[src/rtl/multi_channel_debounce_ff.sv]
// ----------------------------------------------------------------------------
// multi_channel_debounce_ff
//
// Bank of WIDTH independent debounced flip-flop channels. Each channel passes
// its raw pin through an N-stage synchroniser and then through a stability
// counter. The held output Q only changes after the synchronised input has
// differed from Q for DEBOUNCE_CNT consecutive enabled ticks. Registered
// one-cycle rise/fall pulses mark each Q transition.
//
// Ports
//   C        in   1      clock, all state updates on posedge
//   reset    in   1      synchronous active-high reset, dominates everything
//   enable   in   1      sample tick; debounce counters advance only when 1
//   D        in   WIDTH  raw asynchronous inputs
//   Q        out  WIDTH  debounced registered outputs
//   notQ     out  WIDTH  ~Q
//   rise     out  WIDTH  1-cycle pulse in the cycle Q[i] goes 0->1
//   fall     out  WIDTH  1-cycle pulse in the cycle Q[i] goes 1->0
//   changed  out  1      OR of all rise/fall pulses
// ----------------------------------------------------------------------------
module multi_channel_debounce_ff #(
   parameter int   WIDTH        = 4,
   parameter int   SYNC_STAGES  = 2,
   parameter int   DEBOUNCE_CNT = 8,
   parameter logic RESET_LEVEL  = 1'b0
) (
   input  logic             C,
   input  logic             reset,
   input  logic             enable,
   input  logic [WIDTH-1:0] D,
   output logic [WIDTH-1:0] Q,
   output logic [WIDTH-1:0] notQ,
   output logic [WIDTH-1:0] rise,
   output logic [WIDTH-1:0] fall,
   output logic             changed
);

   localparam int CNT_W = $clog2(DEBOUNCE_CNT + 1);
   localparam logic [CNT_W-1:0] CNT_LAST = CNT_W'(DEBOUNCE_CNT - 1);

   // Synchroniser chain: stage 0 captures the raw pins, the last stage is
   // the metastability-filtered view used by the debounce logic.
   logic [WIDTH-1:0] sync_reg [SYNC_STAGES];

   always_ff @(posedge C) begin
      if (reset) begin
         sync_reg[0] <= {WIDTH{RESET_LEVEL}};
      end else begin
         sync_reg[0] <= D;
      end
   end

   genvar gi;
   generate
      for (gi = 1; gi < SYNC_STAGES; gi++) begin : g_sync
         always_ff @(posedge C) begin
            if (reset) begin
               sync_reg[gi] <= {WIDTH{RESET_LEVEL}};
            end else begin
               sync_reg[gi] <= sync_reg[gi-1];
            end
         end
      end
   endgenerate

   logic [WIDTH-1:0] s;
   assign s = sync_reg[SYNC_STAGES-1];

   // Per-channel debounce state. Each channel keeps its own registers so the
   // channels are fully independent.
   generate
      for (gi = 0; gi < WIDTH; gi++) begin : g_chan
         logic [CNT_W-1:0] cnt_reg;
         logic             q_reg;
         logic             rise_reg;
         logic             fall_reg;

         always_ff @(posedge C) begin
            if (reset) begin
               cnt_reg  <= '0;
               q_reg    <= RESET_LEVEL;
               rise_reg <= 1'b0;
               fall_reg <= 1'b0;
            end else begin
               rise_reg <= 1'b0;
               fall_reg <= 1'b0;
               if (s[gi] == q_reg) begin
                  // Input agrees with the held value: any partial count
                  // was a glitch and is discarded.
                  cnt_reg <= '0;
               end else if (!enable) begin
                  cnt_reg <= cnt_reg;
               end else if (cnt_reg == CNT_LAST) begin
                  q_reg    <= s[gi];
                  cnt_reg  <= '0;
                  rise_reg <= s[gi];
                  fall_reg <= ~s[gi];
               end else begin
                  cnt_reg <= cnt_reg + CNT_W'(1);
               end
            end
         end

         assign Q[gi]    = q_reg;
         assign rise[gi] = rise_reg;
         assign fall[gi] = fall_reg;
      end
   endgenerate

   assign notQ    = ~Q;
   assign changed = |(rise | fall);

endmodule
[config.mk]
export PLATFORM = sky130hd
export DESIGN_NAME = multi_channel_debounce_ff
export DESIGN_NICKNAME = d
export VERILOG_FILES = /design/src/rtl/multi_channel_debounce_ff.sv
export SDC_FILE = /design/constraint.sdc
export NUM_CORES = 1
export LEC_CHECK = 0
export ABC_AREA = 1
export CORE_UTILIZATION = 57
export DETAILED_ROUTE_END_ITERATION = 10
export PLACE_DENSITY_LB_ADDON = 0.15
export SLEW_MARGIN = 20
export SYNTH_ARGS = -nofsm -noshare
export SYNTH_HDL_FRONTEND = slang
export SYNTH_SLANG_ARGS = --single-unit
[constraint.sdc]
create_clock -name C -period 1.87 [get_ports C]
set_input_delay 0.2805 -clock C [delete_from_list [all_inputs] [get_ports C]]
set_output_delay 0.2805 -clock C [all_outputs]
set_load 0.01 [all_outputs]
# Yosys cells after proc, flatten, opt, wreduce, memory -nomap -nowiden
# Memories as Yosys holds them, arrays and structs flattened.
# Index checks and enable logic that the tools add are counted.
# W data, S select, Z words.
totals:
  ff_bits: 28
  ramBits: 8
  inputBits: 7
  out_inout_bits: 17
  mem_count: 1
classes:
  add_sub_neg: 4
  eq_ne: 8
  muxes: 9
  bitwise: 17
  reduce_logical: 13
memory_table:
  columns: ["memory", "words", "width", "rd", "rd_ports_with_merged_regs", "wr", "line", "text"]
  rows:
  - ["sync_reg", 2, 4, 2, 0, 2, "43", "logic [WIDTH-1:0] sync_reg [SYNC_STAGES];"]
ops:
  columns: ["cell", "n"]
  rows:
  - ["$mux W4", 6]
  - ["$reduce_or A4 Y1", 5]
  - ["$add A4 B1 Y4 const B", 4]
  - ["$eq A4 B3 Y1 const B", 4]
  - ["$not A1 Y1", 13]
  - ["$reduce_and A3 Y1", 4]
  - ["$reduce_or A2 Y1", 4]
  - ["$eq A1 B1 Y1", 4]
  - ["$not A4 Y4", 1]
  - ["$or A4 B4 Y4", 1]
  - ["$mux W1", 3]
  - ["$or A1 B1 Y1", 2]

# Longest topological paths before layout
logic_depth:
  ltp_word: 3
  mapped_depth: 7

# Worst setup path before layout
# Ideal clock, no wire load.
synth_timing:
  kind: "register -> register"
  startpoint: "reg g_chan[2].cnt_reg[0]"
  endpoint: "reg g_chan[2].q_reg"
  arrival_time_ps: 892
  t_required_ps: 1757
  setup_slack_ps: 865
  path_stages_with_launch: 7
  period_less_slack_ps: 1005
  cell_sequence: "dfxtp_1 > ha_1 > nand2_1 > nor2_2 > nand2_1 > nand2_1 > nor2_1"
synth_via:
  elab_chain_cells: 2
synth_lines:
  columns: ["element", "line", "text"]
  rows:
  - ["start: declaration", "73", "logic [CNT_W-1:0] cnt_reg;"]
  - ["start signal: assignment", "92", "cnt_reg <= cnt_reg;"]
  - ["start signal: assignment", "99", "cnt_reg <= cnt_reg + CNT_W'(1);"]
  - ["$eq A4 B3 Y1", "93", "end else if (cnt_reg == CNT_LAST) begin"]
  - ["$reduce_and A3 Y1 (no source line)", null, null]
  - ["end signal: assignment", "94", "q_reg <= s[gi];"]
  - ["end: declaration", "74", "logic q_reg;"]
# Every way passes these cells.
# A chain may end at the register's enable or synchronous reset.

# Worst setup path in the final report
layout_timing:
  startpoint: "reg g_chan[3].fall_reg"
  endpoint: "out changed"
layout_via:
  elab_chain_cells: 2
layout_lines:
  columns: ["element", "line", "text"]
  rows:
  - ["start: declaration", "76", "logic fall_reg;"]
  - ["start signal: assignment", "97", "fall_reg <= ~s[gi];"]
  - ["$or A4 B4 Y4", "111", "assign changed = |(rise | fall);"]
  - ["$reduce_or A4 Y1", "111", null]
  - ["end: declaration", "35", "output logic changed"]
# Every way passes these cells.

==> flow_summary.json <==
{
  "outcome": "complete, no violations",
  "rows": 18,
  "endpoint_kind": "output port",
  "die_w_microns": 55.4,
  "path_clk_slew_ns": 0.11,
  "dp_cells": 258,
  "fin_hold_ws_ns": 0.411,
  "mostFrequentLayoutCell": "nand2_1",
  "fin_skew_ns": 0.00401,
  "cts_resized": 0,
  "wl_microns": 2720,
  "post-cts-setup-buffer-count": 0,
  "yosysSeqAreaShare_pct": 44.4,
  "rsz0062_at_grt": "false",
  "r2r_cells": 6,
  "tritoncts": "yes",
  "rrSetupSlack_ns": 0.65,
  "cap_violations": 0,
  "port_buffers": 23,
  "syn_inst": 219,
  "relSlewSlack_pct": 85.0,
  "tightest_slew_ns": 0.224,
  "nFillCells": 203,
  "area_growth_pct": 13.3,
  "syn_area_per_cell_sq_um": 7.41,
  "crit_fanout": 2,
  "reg2reg_from": "g_chan[0].cnt_reg[0]",
  "layout_common_cells": "nand2_1 (52), nor2_1 (50), dfxtp_1 (36), inv_1 (25), clkdlybuf4s50_1 (23)",
  "drt_iter0_drc": 51,
  "layout.nets": 246,
  "finalCritPeriodShare_pct": 90.8,
  "clock.fmax_mhz": 589,
  "setup.worst_path.end": "changed",
  "clock_latency_ns": 0.34,
  "ant_nets": 0,
  "ys_types": 23,
  "cpPeakStageDelay_ns": 0.49,
  "synth_area_leaders": "dfxtp_1 (44%), nand2_1 (12%), nor2_1 (12%), buf_4 (6.0%), inv_1 (5.8%)",
  "worstPathArrival_ns": 1.42,
  "final.setup.worst_slack_ns": 0.173,
  "cts_hold_buffers": 0,
  "finalMaxSlewViolations": 0,
  "num_vias": 1288,
  "worstPathRequired_ns": 1.59,
  "ir_drop_uv": 615,
  "largest_reg_flops": 16,
  "setup_viol": 0,
  "antenna_cells": 0,
  "start_util_pct": 62.7,
  "hold_path.class": "register to register",
  "grt_pass1_wl_microns": 4860,
  "ys_ff_latch": 36,
  "cts_made_buffers": 5,
  "wl_per_cell_microns": 10.2,
  "min_from": "sync_reg[0][3]",
  "first_pass_iters": 4,
  "io_pins": 24,
  "instances_no_fill": 266,
  "hold_viol_final": 0,
  "cts.sinks": 36,
  "htree_num_levels": 2,
  "grtUsageTotal_pct": 20.2,
  "fin_crit_ns": 1.70,
  "worst-setup-path-type": "register to output port",
  "p_leak_nw": 0.689,
  "layout-drive-gt1-share_pct": 9.32,
  "grt_pass1_vias": 1174,
  "netlist.area_leader.share_pct": 44.4,
  "vias_per_cell": 4.84,
  "ys_warn_count": 0,
  "dieArea_sq_um": 3060,
  "core_sq_um": 2590,
  "remaining_drc_errors": 0,
  "post-place-ws_ns": 0.326,
  "cp_slowest_cell": "clkdlybuf4s50_1",
  "seq_area_sq_um": 721,
  "die_h_microns": 55.4,
  "gp_congestion": 0.793,
  "worst_setup_path_start_kind": "register",
  "timing.rr.end": "g_chan[0].q_reg",
  "synth.largest_area_cell": "dfxtp_1",
  "fin_setup_tns_ns": 0,
  "synth_fp_nets": 230,
  "multiInputGateArea_sq_um": 653,
  "antenna_found_initial": 0,
  "syn-cell-area_sq_um": 1620,
  "cts_root_buf": "clkbuf_4",
  "power_density_nw_per_um2": 701,
  "crit_start": "g_chan[3].fall_reg",
  "path_cells": "nor2_1 -> nand4_1 -> clkdlybuf4s50_1",
  "grt_max_degree": 26,
  "clk_path_buf_depth": 2,
  "dp_hpwl_microns": 2010,
  "overflow": 0
}
kinds of logic (layout without fill, tap and decap cells):
| kind of cell | after synthesis | in the layout | synth area share, % |
|---|---|---|---|
| compound gates | 11 | 11 | 4.16 |
| fa+ha+maj | 4 | 4 | 3.08 |
| flops | 36 | 36 | 44.4 |
| xor+xnor | 6 | 6 | 3.24 |
| simple gates | 119 | 119 | 29.8 |
| buf+inv | 43 | 60 | 15.3 |
cell type report:
| class | count | area share [%] |
|---|---|---|
| sequential | 36 | 39.2 |
| multi-input combinational | 140 | 35.5 |
| timing repair buffer | 25 | 14.0 |
| inverter | 27 | 5.92 |
| clock buffer | 6 | 2.79 |
| tap | 30 | 2.04 |
| clock inverter | 2 | 0.544 |
metrics by stage:
step	util (%)	instance area, sq um	power, mW
global route	71.0	1840	1.34
global placement	68.6	1780	0.866
finish	71.0	1840	1.29
detailed placement	68.6	1780	0.869
floorplan	-	1620	0.850
CTS	71.0	1840	1.30
Yosys cell counts, drive strengths merged:
master	instances
xnor2	4
dfxtp	36
inv	27
ha	4
a21oi	7
xor2	2
nand4	1
nand2	55
nor3	4
o21bai	2
nor2	54
o21ai	2
nand3	5
buf	16
per-layer routing:
metal	share of wire, %	track usage, %	vias to the layer above
li1	-	-	683
met1	45	22.9	565
met2	49	35.3	33
met3	4.8	7.03	7
met4	1.4	6.43	0
met5	0	0	-
critical path: cells and delay by family, from the launching register on:
family,cells,cell delay [ns]
buffers and inverters,1,0.49
DFF,1,0.33
and+or+nand+nor,2,0.27
power breakdown:
group | switching (mW) | internal (mW) | total, mW
logic | 0.0376 | 0.0314 | 0.0689
registers | 0.00564 | 0.776 | 0.782
clock network | 0.260 | 0.179 | 0.439
total | 0.304 | 0.986 | 1.29
worst min-delay path by stage:
stage,cells after the start,to
after floorplan,2,sync_reg[0][0]
after global placement,2,sync_reg[1][3]
after detailed placement,2,sync_reg[1][3]
after CTS,2,sync_reg[1][3]
after global routing,3,sync_reg[0][0]
final,2,sync_reg[1][3]
No activity file was read; power rests on OpenSTA's default activity.
